**src/rtl/ctrl_pkg.sv**
```systemverilog
`default_nettype none
// +---------------------------------------------------------------------+
// | ctrl_pkg : shared types and defaults for the exposure sequencer      |
// | Rev 1.0  : initial release                                          |
// +---------------------------------------------------------------------+
package ctrl_pkg;

  typedef enum logic [2:0] {
    IDLE   = 3'd0,
    ERASE  = 3'd1,
    EXPOSE = 3'd2,
    READ1  = 3'd3,
    READ2  = 3'd4
  } state_t;

  localparam int DEF_EXP_W     = 5;
  localparam int DEF_EXP_MIN   = 2;
  localparam int DEF_EXP_MAX   = 30;
  localparam int DEF_ERASE_CYC = 2;
  localparam int DEF_READ_CYC  = 2;
  localparam int CNT_W         = 5;

  function automatic logic [CNT_W-1:0] clamp_exp(input int val, input int lo, input int hi);
    int v;
    v = (val < lo) ? lo : ((val > hi) ? hi : val);
    return CNT_W'(v);
  endfunction

endpackage
`default_nettype wire

```
**src/rtl/ctrl_exposure_seq_if.sv**
```systemverilog
`default_nettype none
// +---------------------------------------------------------------------+
// | ctrl_exposure_seq_if : request inputs and pixel-array control lines |
// | Optional Abort line when CTRL_EXP_ABORT_EN is defined               |
// | Rev 1.0  : initial release                                          |
// +---------------------------------------------------------------------+
interface ctrl_exposure_seq_if #(parameter int EXP_W = 5);
  logic             Init;
  logic [EXP_W-1:0] EX_time;
`ifdef CTRL_EXP_ABORT_EN
  logic             Abort;
`endif
  logic             Erase;
  logic             Expose;
  logic             NRE_1;
  logic             NRE_2;
  logic             ADC;
  logic             Busy;
  logic             Done;

  modport master (
`ifdef CTRL_EXP_ABORT_EN
    output Abort,
`endif
    output Init, EX_time,
    input  Erase, Expose, NRE_1, NRE_2, ADC, Busy, Done
  );

  modport slave (
`ifdef CTRL_EXP_ABORT_EN
    input  Abort,
`endif
    input  Init, EX_time,
    output Erase, Expose, NRE_1, NRE_2, ADC, Busy, Done
  );
endinterface
`default_nettype wire

```
**src/rtl/ctrl_cycle_counter.sv**
```systemverilog
`default_nettype none
// +---------------------------------------------------------------------+
// | ctrl_cycle_counter : loadable saturating down-counter with zero flag|
// | Rev 1.0  : initial release                                          |
// +---------------------------------------------------------------------+
module ctrl_cycle_counter
  import ctrl_pkg::*;
#(
  parameter int W = CNT_W
) (
  input  wire logic         Clk,
  input  wire logic         Reset,
  input  wire logic         load,
  input  wire logic [W-1:0] load_val,
  output logic      [W-1:0] count,
  output logic              zero
);

  logic [W-1:0] cnt_q;

  always_ff @(posedge Clk or posedge Reset) begin
    if (Reset) begin
      cnt_q <= '0;
    end else if (load) begin
      cnt_q <= load_val;
    end else if (cnt_q != '0) begin
      cnt_q <= cnt_q - 1'b1;
    end
  end

  assign count = cnt_q;
  assign zero  = (cnt_q == '0);

endmodule
`default_nettype wire

```
**src/rtl/ctrl_exposure_seq.sv**
```systemverilog
`default_nettype none
// +---------------------------------------------------------------------+
// | ctrl_exposure_seq : erase / expose / two-row readout sequencer      |
// | Optional macro CTRL_EXP_ABORT_EN adds the Abort input               |
// | Rev 1.0  : initial release                                          |
// +---------------------------------------------------------------------+
module ctrl_exposure_seq
  import ctrl_pkg::*;
#(
  parameter int EXP_W     = DEF_EXP_W,
  parameter int EXP_MIN   = DEF_EXP_MIN,
  parameter int EXP_MAX   = DEF_EXP_MAX,
  parameter int ERASE_CYC = DEF_ERASE_CYC,
  parameter int READ_CYC  = DEF_READ_CYC
) (
  input wire logic           Clk,
  input wire logic           Reset,
  ctrl_exposure_seq_if.slave bus
);

  state_t           state, state_nx;
  logic             load, latch, abort;
  logic [CNT_W-1:0] load_val, count, exp_q;
  logic             zero, cnt_nx_zero;
  logic [EXP_W-1:0] ex_time;

  logic erase_q, expose_q, nre1_q, nre2_q, adc_q, busy_q, done_q;
  logic erase_nx, expose_nx, nre1_nx, nre2_nx, adc_nx, busy_nx, done_nx;

  assign ex_time = bus.EX_time;

`ifdef CTRL_EXP_ABORT_EN
  assign abort = bus.Abort;
`else
  assign abort = 1'b0;
`endif

  ctrl_cycle_counter #(.W(CNT_W)) u_cnt (
    .Clk      (Clk),
    .Reset    (Reset),
    .load     (load),
    .load_val (load_val),
    .count    (count),
    .zero     (zero)
  );

  always_comb begin
    state_nx = state;
    load     = 1'b0;
    load_val = '0;
    latch    = 1'b0;
    done_nx  = 1'b0;
    case (state)
      IDLE: begin
        if (bus.Init && !abort) begin
          state_nx = ERASE;
          load     = 1'b1;
          load_val = CNT_W'(ERASE_CYC - 1);
          latch    = 1'b1;
        end
      end
      ERASE: begin
        if (zero) begin
          state_nx = EXPOSE;
          load     = 1'b1;
          load_val = exp_q - 1'b1;
        end
      end
      EXPOSE: begin
        if (zero) begin
          state_nx = READ1;
          load     = 1'b1;
          load_val = CNT_W'(READ_CYC - 1);
        end
      end
      READ1: begin
        if (zero) begin
          state_nx = READ2;
          load     = 1'b1;
          load_val = CNT_W'(READ_CYC - 1);
        end
      end
      READ2: begin
        if (zero) begin
          done_nx = 1'b1;
          // A held Init chains straight into the next erase with no idle gap
          if (bus.Init && !abort) begin
            state_nx = ERASE;
            load     = 1'b1;
            load_val = CNT_W'(ERASE_CYC - 1);
            latch    = 1'b1;
          end else begin
            state_nx = IDLE;
          end
        end
      end
      default: begin
        state_nx = IDLE;
        load     = 1'b1;
      end
    endcase

    if (abort && (state != IDLE)) begin
      state_nx = IDLE;
      load     = 1'b1;
      load_val = '0;
      latch    = 1'b0;
      done_nx  = 1'b0;
    end

    // Registered outputs are decoded from where the FSM is going next
    cnt_nx_zero = load ? (load_val == '0) : (count <= CNT_W'(1));
    erase_nx    = (state_nx == IDLE) || (state_nx == ERASE);
    expose_nx   = (state_nx == EXPOSE);
    nre1_nx     = (state_nx != READ1);
    nre2_nx     = (state_nx != READ2);
    adc_nx      = ((state_nx == READ1) || (state_nx == READ2)) && cnt_nx_zero;
    busy_nx     = (state_nx != IDLE);
  end

  always_ff @(posedge Clk or posedge Reset) begin
    if (Reset) begin
      state    <= IDLE;
      exp_q    <= CNT_W'(EXP_MIN);
      erase_q  <= 1'b1;
      expose_q <= 1'b0;
      nre1_q   <= 1'b1;
      nre2_q   <= 1'b1;
      adc_q    <= 1'b0;
      busy_q   <= 1'b0;
      done_q   <= 1'b0;
    end else begin
      state    <= state_nx;
      if (latch) begin
        exp_q <= clamp_exp(int'(ex_time), EXP_MIN, EXP_MAX);
      end
      erase_q  <= erase_nx;
      expose_q <= expose_nx;
      nre1_q   <= nre1_nx;
      nre2_q   <= nre2_nx;
      adc_q    <= adc_nx;
      busy_q   <= busy_nx;
      done_q   <= done_nx;
    end
  end

  assign bus.Erase  = erase_q;
  assign bus.Expose = expose_q;
  assign bus.NRE_1  = nre1_q;
  assign bus.NRE_2  = nre2_q;
  assign bus.ADC    = adc_q;
  assign bus.Busy   = busy_q;
  assign bus.Done   = done_q;

endmodule
`default_nettype wire
```
**src/flat_wrapper.sv**
```systemverilog
// flat-port wrapper written by rule: the top's interface ports become plain ports
module ctrl_exposure_seq_flat import ctrl_pkg::*;
#(
  parameter int EXP_W     = DEF_EXP_W,
  parameter int EXP_MIN   = DEF_EXP_MIN,
  parameter int EXP_MAX   = DEF_EXP_MAX,
  parameter int ERASE_CYC = DEF_ERASE_CYC,
  parameter int READ_CYC  = DEF_READ_CYC
)
  (Clk, Reset, bus_Init, bus_EX_time, bus_Erase, bus_Expose, bus_NRE_1, bus_NRE_2, bus_ADC, bus_Busy, bus_Done);
  ctrl_exposure_seq_if #(.EXP_W(EXP_W)) bus_i ();
  input wire logic Clk;
  input wire logic Reset;
  input wire logic [$bits(bus_i.Init)-1:0] bus_Init;
  input wire logic [$bits(bus_i.EX_time)-1:0] bus_EX_time;
  output wire logic [$bits(bus_i.Erase)-1:0] bus_Erase;
  output wire logic [$bits(bus_i.Expose)-1:0] bus_Expose;
  output wire logic [$bits(bus_i.NRE_1)-1:0] bus_NRE_1;
  output wire logic [$bits(bus_i.NRE_2)-1:0] bus_NRE_2;
  output wire logic [$bits(bus_i.ADC)-1:0] bus_ADC;
  output wire logic [$bits(bus_i.Busy)-1:0] bus_Busy;
  output wire logic [$bits(bus_i.Done)-1:0] bus_Done;
  assign bus_i.Init = bus_Init;
  assign bus_i.EX_time = bus_EX_time;
  assign bus_Erase = bus_i.Erase;
  assign bus_Expose = bus_i.Expose;
  assign bus_NRE_1 = bus_i.NRE_1;
  assign bus_NRE_2 = bus_i.NRE_2;
  assign bus_ADC = bus_i.ADC;
  assign bus_Busy = bus_i.Busy;
  assign bus_Done = bus_i.Done;
  ctrl_exposure_seq #(.EXP_W(EXP_W), .EXP_MIN(EXP_MIN), .EXP_MAX(EXP_MAX), .ERASE_CYC(ERASE_CYC), .READ_CYC(READ_CYC)) u_core (.Clk(Clk), .Reset(Reset), .bus(bus_i));
endmodule
```
**config.mk**
```make
export PLATFORM = sky130hd
export DESIGN_NAME = ctrl_exposure_seq_flat
export DESIGN_NICKNAME = d
export VERILOG_FILES = /design/src/rtl/ctrl_pkg.sv /design/src/rtl/ctrl_exposure_seq_if.sv /design/src/rtl/ctrl_cycle_counter.sv /design/src/rtl/ctrl_exposure_seq.sv /design/src/flat_wrapper.sv
export SDC_FILE = /design/constraint.sdc
export NUM_CORES = 1
export LEC_CHECK = 0
export CAP_MARGIN = 20
export CORE_MARGIN = 5
export CORE_UTILIZATION = 45
export CTS_CLUSTER_SIZE = 14
export DETAILED_ROUTE_END_ITERATION = 6
export PLACE_DENSITY = 0.77
export SETUP_SLACK_MARGIN = 0.3
export SYNTH_ARGS = -nofsm -noshare
export SYNTH_HDL_FRONTEND = slang
export SYNTH_HIERARCHICAL = 1
export SYNTH_SLANG_ARGS = --single-unit
```
**constraint.sdc**
```tcl
create_clock -name Clk -period 4.43 [get_ports Clk]
set_input_delay 1.1075 -clock Clk [delete_from_list [all_inputs] [get_ports Clk]]
set_output_delay 1.1075 -clock Clk [all_outputs]
set_load 0.02 [all_outputs]
```
==> results of run 1 <==
logic make-up (layout without fill, tap and decap cells):
kind of cell	count (synthesis)	count (layout)	share of synthesized area
AO/OA/AOI/OAI	16	16	0.09618
buffers and inverters	13	28	0.05107
AND/OR/NAND/NOR	40	40	0.2150
adder cells (fa/ha/maj)	2	2	0.02375
flip-flops	20	20	0.4798
XOR/XNOR	8	8	0.06651
multiplexers	6	6	0.06769
per-layer routing:
layer,wire (um),part of all wire,vias up
li1,-,-,381
met1,773,0.44,356
met2,832,0.48,20
met3,107,0.061,4
met4,34,0.019,0
met5,0,0,-
how the worst min path moves through the flow:
stage,to,cells past startpoint
final,u_core/exp_q[1]$_DFFE_PP1P_,2
after global routing,u_core/exp_q[1]$_DFFE_PP1P_,2
after CTS,u_core/exp_q[1]$_DFFE_PP1P_,2
after detailed placement,u_core/exp_q[1]$_DFFE_PP1P_,2
after global placement,u_core/exp_q[1]$_DFFE_PP1P_,2
after floorplan,u_core/exp_q[1]$_DFFE_PP1P_,2
cell type report:
| class | instances | area, um^2 |
|---|---|---|
| sequential | 20 | 505.5 |
| inverter | 10 | 37.54 |
| fill | 200 | 968.4 |
| tap | 28 | 35.03 |
| timing repair buffer | 14 | 140.1 |
| clock buffer | 3 | 22.52 |
| multi-input combinational | 72 | 494.2 |
| clock inverter | 1 | 30.03 |
worst max-delay path, cell delays in order (launching register included):
cell and delay (ns):
sky130_fd_sc_hd__dfrtp_1 0.41, sky130_fd_sc_hd__inv_1 0.08, sky130_fd_sc_hd__ha_1 0.22, sky130_fd_sc_hd__nor4b_4 0.58
sky130_fd_sc_hd__nand2b_1 0.21, sky130_fd_sc_hd__nand2_1 0.07, sky130_fd_sc_hd__mux2_4 0.27, sky130_fd_sc_hd__or4_4 0.53
sky130_fd_sc_hd__a22oi_2 0.14
power groups by stage:
stage,sequential (mW),clock [mW],combinational [mW]
2_1_floorplan,0.342,0,0.406
3_3_place_gp,0.345,0,0.494
3_5_place_dp,0.348,0,0.503
4_1_cts,0.344,0.154,0.506
5_1_grt,0.359,0.160,0.561
6_report,0.343,0.148,0.503
per-stage QoR:
step | cells | hold WS (ns) | instance area (um^2) | power (mW)
floorplan | 105 | 0.4656 | 1054 | 0.7481
global placement | 144 | 0.4797 | 1212 | 0.8390
detailed placement | 144 | 0.4919 | 1212 | 0.8511
CTS | 148 | 0.5103 | 1265 | 1.004
global route | 148 | 0.5449 | 1265 | 1.080
finish | 148 | 0.5066 | 1265 | 0.9936
sequential cells by signal (all words and copies together), names as in the netlist:
register / flops
u_core/bus.Erase: 1
u_core/bus.Expose: 1
u_core/bus.NRE_1: 1
u_core/u_cnt/count: 5
u_core/exp_q: 5
u_core/bus.NRE_2: 1
u_core/bus.Busy: 1
u_core/bus.Done: 1
u_core/bus.ADC: 1
u_core/state: 3
cell usage in the layout, fill, tap and decap left out:
master                            Yosys  routed
sky130_fd_sc_hd__a31oi_1              2       2
sky130_fd_sc_hd__or2b_1               1       1
sky130_fd_sc_hd__nand3b_1             2       2
sky130_fd_sc_hd__or4_4                1       1
sky130_fd_sc_hd__and3_2               1       1
sky130_fd_sc_hd__clkdlybuf4s50_1      0      14
sky130_fd_sc_hd__xnor2_1              6       6
sky130_fd_sc_hd__clkbuf_4             0       3
sky130_fd_sc_hd__a22oi_2              1       1
sky130_fd_sc_hd__nand3_1              1       1
sky130_fd_sc_hd__a22oi_1              1       1
sky130_fd_sc_hd__nor2_4               1       1
sky130_fd_sc_hd__xor2_1               2       2
sky130_fd_sc_hd__o21ai_1              3       3
sky130_fd_sc_hd__a21oi_1              1       1
sky130_fd_sc_hd__bufinv_16            0       1
sky130_fd_sc_hd__and2_1               1       1
sky130_fd_sc_hd__mux2_4               1       1
sky130_fd_sc_hd__nor4_1               1       1
sky130_fd_sc_hd__nor3_1               4       4
sky130_fd_sc_hd__mux2_2               5       5
sky130_fd_sc_hd__and2b_2              1       1
sky130_fd_sc_hd__nor4b_4              1       1
sky130_fd_sc_hd__nand2b_1             3       3
sky130_fd_sc_hd__dfstp_2              4       4
sky130_fd_sc_hd__nor2b_1              1       1
sky130_fd_sc_hd__nor2_1               9       9
sky130_fd_sc_hd__ha_1                 2       2
sky130_fd_sc_hd__o31ai_1              2       2
sky130_fd_sc_hd__inv_1               10      10
sky130_fd_sc_hd__dfrtp_1             16      16
sky130_fd_sc_hd__o21ai_2              1       1
sky130_fd_sc_hd__nand2_1             12      12
sky130_fd_sc_hd__o21ai_0              5       5
==> impl_metrics.py, run 1 <==
metrics = {
    "run_status": {
        "run_status": "finished, final reports clean",
    },
    "global_routing": {
        "grt-busiest-layer": "met2",
        "first_global_vias": 728,
        "grt_overflow_total": 0,
        "globalRouteMet2Util": 0.1882,
        "grt_antenna_before_repair": 0,
        "globalRouteMet3Util": 0.03289,
        "grt_start_max_net_pins": 16,
        "met1_usage": 0.1464,
        "grt_first_pass_wirelength_um": 3056,
        "groute.usage.overall": 0.1198,
    },
    "pwr": {
        "share_of_total_power_in_combinational_logic": 0.506,
        "power.ir.vdd_worst_mv": 0.4025,
        "leakage_nw": 0.5525,
        "internal_power_consumption_mw": 0.6115,
        "power.share.clock": 0.149,
        "p_switching_mw": 0.3821,
        "power.density_nw_per_um2": 785.5,
        "seqPwrFrac": 0.345,
        "power_switching_share": 0.3846,
    },
    "finish": {
        "postLayoutCoreUtil": 0.5664,
        "fin_nets": 131,
        "area_growth_syn_to_layout_pct": 20.07,
        "layout-drive-gt1-share": 0.1750,
        "diodes": 0,
    },
    "job": {
        "max_cap_violations": 0,
    },
    "die": {
        "die-height_um": 58.39,
        "starting_density_of_the_core": 0.4717,
        "placeableCoreArea_um2": 2233,
        "floorplan.die_area_um2": 3409,
        "floorplan.io_pins": 15,
        "die_w_um": 58.39,
        "std_cell_rows": 17,
    },
    "timing": {
        "setup_viol_count_final": 0,
        "rsz0062_at_grt": "false",
        "fin_crit_ns": 2.571,
        "maxClockFrequency_mhz": 388.9,
        "maxSlewHeadroom": 0.5656,
        "setup-tns-final_ns": 0,
        "layout_worst_path_cycle_share": 0.5804,
        "slew_viol_final": 0,
        "timing_worst_slew_pin_value_ns": 0.6488,
        "post-route-worst-setup-slack_ns": 1.859,
        "report.final.hold_viol_count": 0,
        "timing.clock.skew_ns": 0.008701,
    },
    "clocking": {
        "cts-resized-gates": 0,
        "clock_tree.buffer_depth": 2,
        "post-cts-setup-buffer-count": 0,
        "clock_buffer_count_from_cts": 3,
        "cts_tree": "yes",
        "worst_skew_pair.late_latency_ns": 0.30,
        "path_clk_slew_ns": 0.12,
        "ctsRootBufferMaster": "sky130_fd_sc_hd__clkbuf_4",
        "clock-sinks": 20,
        "cts.htree.levels": 1,
        "cts.hold.buffers_added": 0,
    },
    "placed_design": {
        "hpwlAfterDp_um": 1361,
        "placement.setup.worst_slack_ns": 1.745,
        "io_buffers": 14,
        "place.gp.congestion": 0.8219,
    },
    "synth": {
        "netlist_top_cells_area": "sky130_fd_sc_hd__dfrtp_1, sky130_fd_sc_hd__dfstp_2, sky130_fd_sc_hd__mux2_2",
        "yosysWarningCount": 6,
        "area_fraction_of_the_dominant_cell_type_after_synthesis": 0.3800,
        "post_synth_inst_count": 105,
        "number_of_enable_type_register_cells_in_the_synthesized_netlist": 0,
        "synth.ff_latch_count": 20,
        "synthArstFlopShare": 1.000,
        "leading_cell_type_by_number_of_instances_after_synthesis": "sky130_fd_sc_hd__dfrtp_1",
        "avgSynthCellArea_um2": 10.03,
        "synth_top_flop_cell": "sky130_fd_sc_hd__dfrtp_1",
        "share_of_the_yosys_chip_area_belonging_to_registers": 0.4798,
        "post_synth_num_cell_types": 34,
        "syn_nets": 115,
        "synth_area_leader_cell": "sky130_fd_sc_hd__dfrtp_1",
        "synth_area_um2": 1054,
        "synth_top_cells_by_count": "sky130_fd_sc_hd__dfrtp_1, sky130_fd_sc_hd__nand2_1, sky130_fd_sc_hd__inv_1",
    },
    "detailed_routing": {
        "drt-pass1-iter-count": 4,
        "postRouteWirelength_um": 1747,
        "drt.antenna.violating_nets": 0,
        "mean_number_of_vias_per_cell": 5.142,
        "routed-via-count": 761,
        "drc": 0,
        "route.detailed.wl_per_inst_um": 11.80,
        "detailedRoute.firstIterationViolations": 17,
    },
    "setup_path": {
        "timing_worst_setup_path_type": "reg2reg",
        "start_kind": "flip-flop",
        "worst-path-max-fanout": 12,
        "endpoint_type_of_the_worst_setup_path": "flip-flop",
        "ff2ff_path_depth": 8,
        "worstSetupStartpoint": "u_core/u_cnt/count[1]$_DFFE_PP0P_",
        "worst-endpoint-arrival_ns": 2.81,
        "rr_startpoint": "u_core/u_cnt/count[1]$_DFFE_PP0P_",
        "r2r_setup_slack_ns": 1.86,
        "endpoint": "u_core/bus.ADC$_DFF_PP0_",
        "worstReg2RegEnd": "u_core/bus.ADC$_DFF_PP0_",
        "worstPathRequired_ns": 4.67,
    },
    "min_path": {
        "path_class_of_the_lowest_slack_min_delay_path": "reg2reg",
        "hold_path.startpoint": "u_core/exp_q[1]$_DFFE_PP1P_",
    },
}
(Power assumes the default switching activity.)
==> run 2, diff against run 1 <==
Settings changed: PLACE_DENSITY 0.77 to 0.8.
Clock period 4.43 ns to 2.2 ns, I/O delays scaled along.
==> impl_metrics.py, run 2 (synthesized netlist as in run 1, its figures left out) <==
metrics = {
    "timing": {
        "report.final.hold_viol_count": 0,
        "setup-tns-final_ns": 0,
        "maxClockFrequency_mhz": 492.2,
        "layout_worst_path_cycle_share": 0.9234,
        "rsz0062_at_grt": "true",
        "timing_worst_slew_pin_value_ns": 0.5684,
        "setup_viol_count_final": 0,
        "maxSlewHeadroom": 0.6206,
        "fin_crit_ns": 2.032,
        "slew_viol_final": 0,
        "timing.clock.skew_ns": 0.004246,
    },
    "finish": {
        "regArea_um2": 505.5,
        "commonest_cells_after_routing_fill_and_taps_aside": "sky130_fd_sc_hd__dfrtp_1, sky130_fd_sc_hd__clkdlybuf4s50_1, sky130_fd_sc_hd__buf_4, sky130_fd_sc_hd__nand2_1, sky130_fd_sc_hd__nor2_1",
        "layout_commonest_cell": "sky130_fd_sc_hd__dfrtp_1",
        "diodes": 0,
        "fin_nets": 144,
        "fill_cells": 190,
        "multi_input_area_um2": 571.8,
        "final_design_area_no_fill_um2": 1418,
        "layout-drive-gt1-share": 0.3684,
        "area_growth_syn_to_layout_pct": 34.56,
        "largest_registers": "u_core/exp_q x5, u_core/u_cnt/count x5, u_core/state x3",
    },
    "run_status": {
        "run_status": "finished, final reports clean",
    },
    "detailed_routing": {
        "mean_number_of_vias_per_cell": 5.112,
        "postRouteWirelength_um": 2078,
        "drt-pass1-iter-count": 4,
        "route.detailed.wl_per_inst_um": 12.91,
        "routed-via-count": 823,
        "drt.antenna.violating_nets": 0,
        "detailedRoute.firstIterationViolations": 10,
        "drc": 0,
    },
    "setup_path": {
        "rr_startpoint": "u_core/u_cnt/count[0]$_DFFE_PP0P_",
        "worstPathRequired_ns": 2.42,
        "worst-endpoint-arrival_ns": 2.25,
        "critical_path.top_delay_family": "simple AND/OR/NAND/NOR gates",
        "worst-path-max-fanout": 4,
        "worstPathCellList": "inv_2 > ha_4 > nor4b_4 > buf_4 > nor2_4 > mux2_4 > or4_4 > a22oi_2",
        "endpoint_type_of_the_worst_setup_path": "flip-flop",
        "crit_path_max_incr_delay_ns": 0.41,
        "critical_path.slowest_cell": "sky130_fd_sc_hd__or4_4",
        "timing_worst_setup_path_type": "reg2reg",
        "worstReg2RegEnd": "u_core/bus.ADC$_DFF_PP0_",
        "critPathBufInv": 2,
        "start_kind": "flip-flop",
        "ff2ff_path_depth": 8,
        "r2r_setup_slack_ns": 0.17,
    },
    "placed_design": {
        "place.gp.congestion": 0.8081,
        "hpwlAfterDp_um": 1455,
        "dpl_cell_area_um2": 1255,
        "io_buffers": 14,
    },
    "clocking": {
        "clock_buffer_count_from_cts": 3,
        "cts.htree.levels": 1,
        "path_clk_slew_ns": 0.10,
        "cts.hold.buffers_added": 0,
        "ctsRootBufferMaster": "sky130_fd_sc_hd__clkbuf_4",
        "worst_skew_pair.late_latency_ns": 0.28,
        "clock-sinks": 20,
        "cts_tree": "yes",
        "clock_tree.buffer_depth": 2,
    },
    "min_path": {
        "path_class_of_the_lowest_slack_min_delay_path": "in2async",
    },
    "pwr": {
        "power.ir.vdd_worst_mv": 1.013,
        "leakage_nw": 0.6120,
        "power.density_nw_per_um2": 1645,
    },
    "die": {
        "die_w_um": 58.39,
        "die-height_um": 58.39,
        "floorplan.die_area_um2": 3409,
        "floorplan.io_pins": 15,
        "placeableCoreArea_um2": 2233,
        "starting_density_of_the_core": 0.4717,
        "std_cell_rows": 17,
    },
    "global_routing": {
        "grt_antenna_before_repair": 0,
        "grt_overflow_total": 0,
        "grt_start_max_net_pins": 16,
        "groute.usage.overall": 0.1249,
        "grt_first_pass_wirelength_um": 3270,
        "first_global_vias": 782,
    },
    "job": {
        "max_cap_violations": 0,
    },
}
==> run 2: metal layers <==
layer	up-vias	track usage	wire length (um)
li1	407	-	-
met1	398	0.1578	942
met5	-	0	0
met3	2	0.02851	84
met2	16	0.2105	1040
met4	0	0.03974	10
==> run 2: final cells by class <==
class / instances / share of cell area
multi-input cells: 72 / 0.4034
flip-flops and latches: 20 / 0.3566
repair buffers: 26 / 0.1624
inverters: 10 / 0.02913
well taps: 28 / 0.02471
clock buffers: 4 / 0.01853
repair inverters: 1 / 0.005296
==> run 2: where the power goes <==
part / total [mW] / switching, mW / leakage, nW / internal, mW
clock: 0.169 / 0.0984 / 0.0150 / 0.0703
combinational: 1.45 / 0.699 / 0.353 / 0.754
sequential: 0.711 / 0.166 / 0.244 / 0.545
total: 2.33 / 0.963 / 0.612 / 1.37
==> run 2: worst max-delay path by stage <==
stage | start | endpoint | slack, ns | cells after the start
finish | u_core/u_cnt/count[0]$_DFFE_PP0P_ | u_core/bus.ADC$_DFF_PP0_ | 0.17 | 8
global route | u_core/u_cnt/count[0]$_DFFE_PP0P_ | u_core/bus.ADC$_DFF_PP0_ | 0.1 | 8
CTS | u_core/u_cnt/count[0]$_DFFE_PP0P_ | u_core/bus.ADC$_DFF_PP0_ | 0.17 | 8
detailed placement | u_core/u_cnt/count[1]$_DFFE_PP0P_ | u_core/bus.ADC$_DFF_PP0_ | 0.11 | 8
global placement | u_core/u_cnt/count[1]$_DFFE_PP0P_ | u_core/bus.ADC$_DFF_PP0_ | 0.19 | 8
floorplan | u_core/u_cnt/count[1]$_DFFE_PP0P_ | u_core/bus.ADC$_DFF_PP0_ | 0.008 | 8
==> run 2: metrics by stage <==
stage	hold slack [ns]	util	power, mW	worst slack [ns]	cells
floorplan	0.3285	-	1.557	0.008018	105
finish	0.4820	0.6347	2.332	0.1684	161
global route	0.5041	0.6347	2.493	0.09500	161
global placement	0.4826	0.5619	1.753	0.1883	148
detailed placement	0.4863	0.5619	1.797	0.1070	148
CTS	0.4801	0.6034	2.124	0.1744	156
==> run 2: repair_timing <==
action / 4_1_cts / 5_1_grt
resized for setup: 11 / 12
pin swaps: 2 / 4
setup buffers: 4 / 4
endpoints found under the setup margin: 13 / 10
cloned: 0 / 1
